## src/rtl/alu_seq_pkg.sv

```systemverilog
// Shared definitions for the ALU command issuer: widths, FSM encoding and
// the queued command word layout {load, cin, mode, b}.
package alu_seq_pkg;

    localparam int unsigned WIDTH          = 4;
    localparam int unsigned MODE_W         = 4;
    localparam int unsigned DEPTH          = 4;
    localparam int unsigned CMD_W          = 2 + MODE_W + WIDTH;
    localparam int unsigned MODE_SHIFT_BIT = 3;
    localparam int unsigned PTR_W          = $clog2(DEPTH);
    localparam int unsigned CNT_W          = PTR_W + 1;

    typedef enum logic [1:0] {
        IDLE    = 2'd0,
        ISSUE   = 2'd1,
        CAPTURE = 2'd2,
        HOLD    = 2'd3
    } state_t;

    typedef struct packed {
        logic              load;
        logic              cin;
        logic [MODE_W-1:0] mode;
        logic [WIDTH-1:0]  b;
    } cmd_t;

endpackage

```

## src/rtl/alu_cmd_fifo.sv

```systemverilog
// DEPTH-entry synchronous command FIFO; push is ignored when full and pop
// when empty, so callers may present requests unconditionally.
module alu_cmd_fifo
    import alu_seq_pkg::*;
(
    input  logic             clk,
    input  logic             rst_n,
    input  logic             push,
    input  logic [CMD_W-1:0] din,
    input  logic             pop,
    output logic [CMD_W-1:0] dout,
    output logic             full,
    output logic             empty,
    output logic [CNT_W-1:0] count
);

    logic [CMD_W-1:0] mem [DEPTH];
    logic [PTR_W-1:0] wr_ptr;
    logic [PTR_W-1:0] rd_ptr;
    logic             do_push;
    logic             do_pop;

    assign full    = (count == CNT_W'(DEPTH));
    assign empty   = (count == '0);
    assign do_push = push && !full;
    assign do_pop  = pop && !empty;
    assign dout    = mem[rd_ptr];

    // Pointers wrap naturally because DEPTH is a power of two.
    always_ff @(posedge clk or negedge rst_n) begin
        if (!rst_n) begin
            wr_ptr <= '0;
            rd_ptr <= '0;
            count  <= '0;
            for (int i = 0; i < int'(DEPTH); i++) begin
                mem[i] <= '0;
            end
        end else begin
            if (do_push) begin
                mem[wr_ptr] <= din;
                wr_ptr      <= wr_ptr + PTR_W'(1);
            end
            if (do_pop) begin
                rd_ptr <= rd_ptr + PTR_W'(1);
            end
            case ({do_push, do_pop})
                2'b10:   count <= count + CNT_W'(1);
                2'b01:   count <= count - CNT_W'(1);
                default: count <= count;
            endcase
        end
    end

endmodule

```

## src/rtl/alu_cmd_issuer.sv

```systemverilog
// Sequences queued commands through an external combinational alushifter,
// keeping a 4-bit accumulator and returning each result over valid/ready.
module alu_cmd_issuer
    import alu_seq_pkg::*;
(
    input  logic              clk,
    input  logic              rst_n,
    input  logic              cmd_valid,
    output logic              cmd_ready,
    input  logic              cmd_load,
    input  logic [MODE_W-1:0] cmd_mode,
    input  logic [WIDTH-1:0]  cmd_b,
    input  logic              cmd_cin,
    output logic [WIDTH-1:0]  alu_a,
    output logic [WIDTH-1:0]  alu_b,
    output logic              alu_cin,
    output logic [MODE_W-1:0] alu_mode,
    input  logic [WIDTH-1:0]  alu_r,
    input  logic              alu_ovf,
    output logic              res_valid,
    input  logic              res_ready,
    output logic [WIDTH-1:0]  res_data,
    output logic              res_ovf,
    output logic              ovf_sticky,
    output logic              busy
);

    state_t           state;
    state_t           state_d;
    cmd_t             cmd_in;
    cmd_t             head;
    logic             fifo_full;
    logic             fifo_empty;
    logic [CNT_W-1:0] fifo_count;
    logic             pop;
    logic             capture;
    logic             res_valid_d;
    logic             op_load;
    logic [WIDTH-1:0] acc;
    logic             ovf_now;

    assign cmd_in = {cmd_load, cmd_cin, cmd_mode, cmd_b};

    alu_cmd_fifo u_fifo (
        .clk   (clk),
        .rst_n (rst_n),
        .push  (cmd_valid),
        .din   (cmd_in),
        .pop   (pop),
        .dout  (head),
        .full  (fifo_full),
        .empty (fifo_empty),
        .count (fifo_count)
    );

    assign cmd_ready = !fifo_full;
    assign busy      = (state != IDLE) || (fifo_count != '0);
    assign alu_a     = acc;
    assign res_data  = acc;

    // Only a definite 1 counts as overflow; x/z from an idle or shifting
    // alushifter must never leak into the result flags.
    assign ovf_now = !alu_mode[MODE_SHIFT_BIT] && (alu_ovf === 1'b1);

    always_ff @(posedge clk or negedge rst_n) begin
        if (!rst_n) begin
            state <= IDLE;
        end else begin
            state <= state_d;
        end
    end

    always_comb begin
        state_d     = state;
        pop         = 1'b0;
        capture     = 1'b0;
        res_valid_d = res_valid;
        case (state)
            IDLE: begin
                if (!fifo_empty) begin
                    pop     = 1'b1;
                    state_d = ISSUE;
                end
            end
            ISSUE: state_d = CAPTURE;
            CAPTURE: begin
                capture     = 1'b1;
                res_valid_d = 1'b1;
                state_d     = HOLD;
            end
            HOLD: begin
                if (res_ready) begin
                    res_valid_d = 1'b0;
                    state_d     = IDLE;
                end
            end
            default: state_d = IDLE;
        endcase
    end

    // Operand registers stay stable from pop through capture.
    always_ff @(posedge clk or negedge rst_n) begin
        if (!rst_n) begin
            alu_b      <= '0;
            alu_cin    <= 1'b0;
            alu_mode   <= '0;
            op_load    <= 1'b0;
            acc        <= '0;
            res_valid  <= 1'b0;
            res_ovf    <= 1'b0;
            ovf_sticky <= 1'b0;
        end else begin
            res_valid <= res_valid_d;
            if (pop) begin
                alu_b    <= head.b;
                alu_cin  <= head.cin;
                alu_mode <= head.mode;
                op_load  <= head.load;
            end
            if (capture) begin
                if (op_load) begin
                    acc        <= alu_b;
                    res_ovf    <= 1'b0;
                    ovf_sticky <= 1'b0;
                end else begin
                    acc     <= alu_r;
                    res_ovf <= ovf_now;
                    if (ovf_now) begin
                        ovf_sticky <= 1'b1;
                    end
                end
            end
        end
    end

endmodule
```

## config.mk

```make
export PLATFORM = sky130hd
export DESIGN_NAME = alu_cmd_issuer
export DESIGN_NICKNAME = d
export VERILOG_FILES = /design/src/rtl/alu_seq_pkg.sv /design/src/rtl/alu_cmd_fifo.sv /design/src/rtl/alu_cmd_issuer.sv
export SDC_FILE = /design/constraint.sdc
export NUM_CORES = 1
export LEC_CHECK = 0
export ABC_AREA = 1
export ABC_CLOCK_PERIOD_IN_PS = 2970
export BUFFER_PORTS_ARGS = -buffer_cell sky130_fd_sc_hd__buf_2
export CORE_ASPECT_RATIO = 0.8
export CORE_MARGIN = 3
export CORE_UTILIZATION = 51
export DETAILED_ROUTE_END_ITERATION = 12
export PLACE_DENSITY = 0.81
export SLEW_MARGIN = 10
export SYNTH_ARGS = -nofsm -noshare
export SYNTH_HDL_FRONTEND = slang
export SYNTH_HIERARCHICAL = 1
export SYNTH_SLANG_ARGS = --single-unit
```

## constraint.sdc

```tcl
create_clock -name clk -period 2.97 [get_ports clk]
set_clock_uncertainty 0.1 [all_clocks]
set_input_delay 0.1485 -clock clk [delete_from_list [all_inputs] [get_ports clk]]
set_output_delay 0.1485 -clock clk [all_outputs]
set_load 0.01 [all_outputs]
```

==> run metrics <==
RR Startpoint u_fifo/count[2]; Die ar. 7600 µm²; Final Hold Fails 0; TNS Setup 0 ns; crit path max fanout 13; Vias 2964; relative slew slack 0.552; TritonRoute pass-1 iters 5; drt via density 5.49; Worst Path Arrival 2.56 ns; top cells by count, synth 156 x nand2_1, 66 x dfrtp_1, 41 x nand4_1, 31 x nor2_1, 29 x o21ai_1; fill count 538; Leak Pwr 2.05 nW; die height 78.6 µm; antenna violations before repair 0; Rows 25; Worst-Margin Slew 0.673 ns; Finish-stage setup viols 0; Yosys Warn Count 6; post-CTS setup buffers 0; RD Place Congestion 0.791; Yosys top cell by area dfrtp_1; hold-fix buffers at CTS 17; HPWL after DPL 5170 µm; count leader, synth nand2_1; I/O pin cnt 41; clk_lat worst skew 0.34 ns; Yosys top cell area share 0.492; setup repair after global routing missed its margin false; Crit. End Element register; initial core utilization 0.548; post-synthesis sequential area ratio 0.492; r2r endpoint u_fifo/count[2]; layout cells sized above 1 0.161; Syn-to-layout area delta 14.9%; initial drt markers 261; width of the die 96.7 µm; first-pass GRT wire length 13400 µm; Max Transition Viols Final 0; syn_nets 436; Post-Syn Instances 407; CP peak stage delay 0.43 ns; status complete, no violations; Num CTS Buffers 9; flops & latches, synth 66; CTS tree yes; final wirelength 7760 µm; crit path launch u_fifo/count[2]; Post-DRT Antenna Nets 0; post-synth cell types 24; Layout Nets 483; syn_area_per_cell 8.25 µm²; WS Path Type reg -> reg; largest net degree at the start of global routing 48; Ant. Diodes 0; worst vdd ir 516 µV; Congestion Overflow GR 0; port bufs 40; Area contributors post-synth dfrtp_1 49%, nand2_1 17%, nand4_1 7.6%, o21ai_1 4.3%, nor2_1 3.5%; Total GRT Usage 0.217; H-tree Lvls 3; fin crit share 0.820; Top FF cell, synth dfrtp_1; # DRC 0; fin crit period 2.44 ns; number of global-route vias before repair 2832; ys async rst share 1.00; cells on worst reg2reg path 15; CP required 3.10 ns; Max Freq 410 MHz; worst hold path type in -> reg; r2r setup slk 0.53 ns; Synth Cell Area 3360 µm²; clock sink count 66; Worst Setup EP u_fifo/count[2]; Worst Setup Start Kind register; CORE AREA 6130 µm²; CTS resizes 0; Final Util 0.629; WL per Instance 14.4 µm; pwr dens 1080 nW/µm²; number of flops mapped to enable cells by yosys 0; cells along the critical path inv_1 > nand2_1 > inv_1 > inv_1 > nand2_2 > inv_2 > nand2_1 > inv_1 > ha_1 > inv_1 > fa_1 > nand2_1 > nand3_1 > nand2_1 > nand2_1; CP max-delay cell dfrtp_1; max_cap viols 0; Max Buffers Root-to-Sink 2; Reg clk slew, reported paths 0.06 ns; CTS root buffer clkbuf_8
[final cells by class]
cell class              instances  area (µm²)  share of cell area
clock buffers                  11         141              0.0366
clock inverters                 5        30.0             0.00778
inverters                      23        86.3              0.0224
multi-input cells             292        1440               0.373
flip-flops and latches         66        1650               0.428
well taps                      81         101              0.0263
repair buffers                 62         408               0.106
[critical path, delay by kind of cell, from the launching register on]
| kind | cells | cell delay, ns |
|---|---|---|
| adder cells (fa/ha/maj) | 2 | 0.55 |
| flip-flops | 1 | 0.43 |
| AND/OR/NAND/NOR | 7 | 0.67 |
| buffers and inverters | 6 | 0.57 |
[per-stage QoR]
step                      cell area (µm²)  hold slack, ns  total power, W  worst slack [ns]  instances
final                                3860          0.0340         0.00416             0.533        540
after global routing                 3860          0.0374         0.00452             0.312        540
after CTS                            3860          0.0190         0.00418             0.533        540
after detailed placement             3520           0.131         0.00349             0.563        507
after global placement               3520           0.120         0.00339             0.675        507
after floorplan                      3360          -0.247         0.00305             0.901        407
[worst min-delay path by stage]
stage	depth (start not counted)	start	slack, ns	end
after CTS	4	cmd_valid	0.02	u_fifo/wr_ptr[1]
final	4	cmd_valid	0.03	u_fifo/wr_ptr[1]
after global placement	1	rst_n	0.12	res_ovf
after global routing	4	cmd_valid	0.04	u_fifo/wr_ptr[1]
after detailed placement	1	rst_n	0.13	res_ovf
after floorplan	0	rst_n	-0.25	alu_a[0]
[logic make-up (layout without fill, tap and decap cells)]
kind of cell | after synthesis | in the layout | share of synthesized area
AND/OR/NAND/NOR | 249 | 249 | 0.339
flip-flops | 66 | 66 | 0.492
buffers and inverters | 49 | 101 | 0.0797
AO/OA/AOI/OAI | 32 | 32 | 0.0477
adder cells (fa/ha/maj) | 10 | 10 | 0.0395
XOR/XNOR | 1 | 1 | 0.00261
[power by group]
part | switching, W | total, W | internal [W]
clock | 0.000334 | 0.000655 | 0.000321
sequential | 0.000277 | 0.00160 | 0.00132
combinational | 0.00124 | 0.00191 | 0.000665
total | 0.00185 | 0.00416 | 0.00231
[metal layers]
layer | GRT usage | share of wire | vias up
met5 | 0 | 0 | -
met4 | 0.0771 | 0.020 | 0
li1 | - | - | 1418
met2 | 0.349 | 0.49 | 123
met3 | 0.0631 | 0.079 | 16
met1 | 0.282 | 0.41 | 1407
[flip-flops by register name, indices dropped and copies added (netlist names)]
| signal | flops |
|---|---|
| alu_a | 4 |
| alu_b | 4 |
| alu_cin | 1 |
| alu_mode | 4 |
| op_load | 1 |
| ovf_sticky | 1 |
| res_ovf | 1 |
| res_valid | 1 |
| state | 2 |
| u_fifo/count | 3 |
| u_fifo/mem | 40 |
| u_fifo/rd_ptr | 2 |
| u_fifo/wr_ptr | 2 |
[cells in the final DEF (no fill, tap or decap)]
| cell | synthesis | final |
|---|---|---|
| nand2_4 | 1 | 1 |
| nand3_1 | 11 | 11 |
| fa_1 | 1 | 1 |
| nand2_1 | 156 | 156 |
| ha_1 | 9 | 9 |
| buf_4 | 6 | 5 |
| clkinvlp_4 | 0 | 2 |
| dlygate4sd3_1 | 0 | 17 |
| buf_2 | 12 | 40 |
| clkbuf_8 | 0 | 10 |
| o21ai_0 | 3 | 3 |
| nor3_1 | 1 | 1 |
| nor2_4 | 2 | 2 |
| clkinv_2 | 0 | 3 |
| nor2_1 | 31 | 31 |
| inv_1 | 18 | 18 |
| o21ai_1 | 29 | 29 |
| nand3_2 | 1 | 1 |
| inv_2 | 5 | 5 |
| xnor2_1 | 1 | 1 |
| clkbuf_1 | 4 | 1 |
| nand4_1 | 41 | 41 |
| nand3_4 | 4 | 4 |
| dfrtp_1 | 66 | 66 |
| nand2_2 | 1 | 1 |
Power figures use the tool's default switching activity.
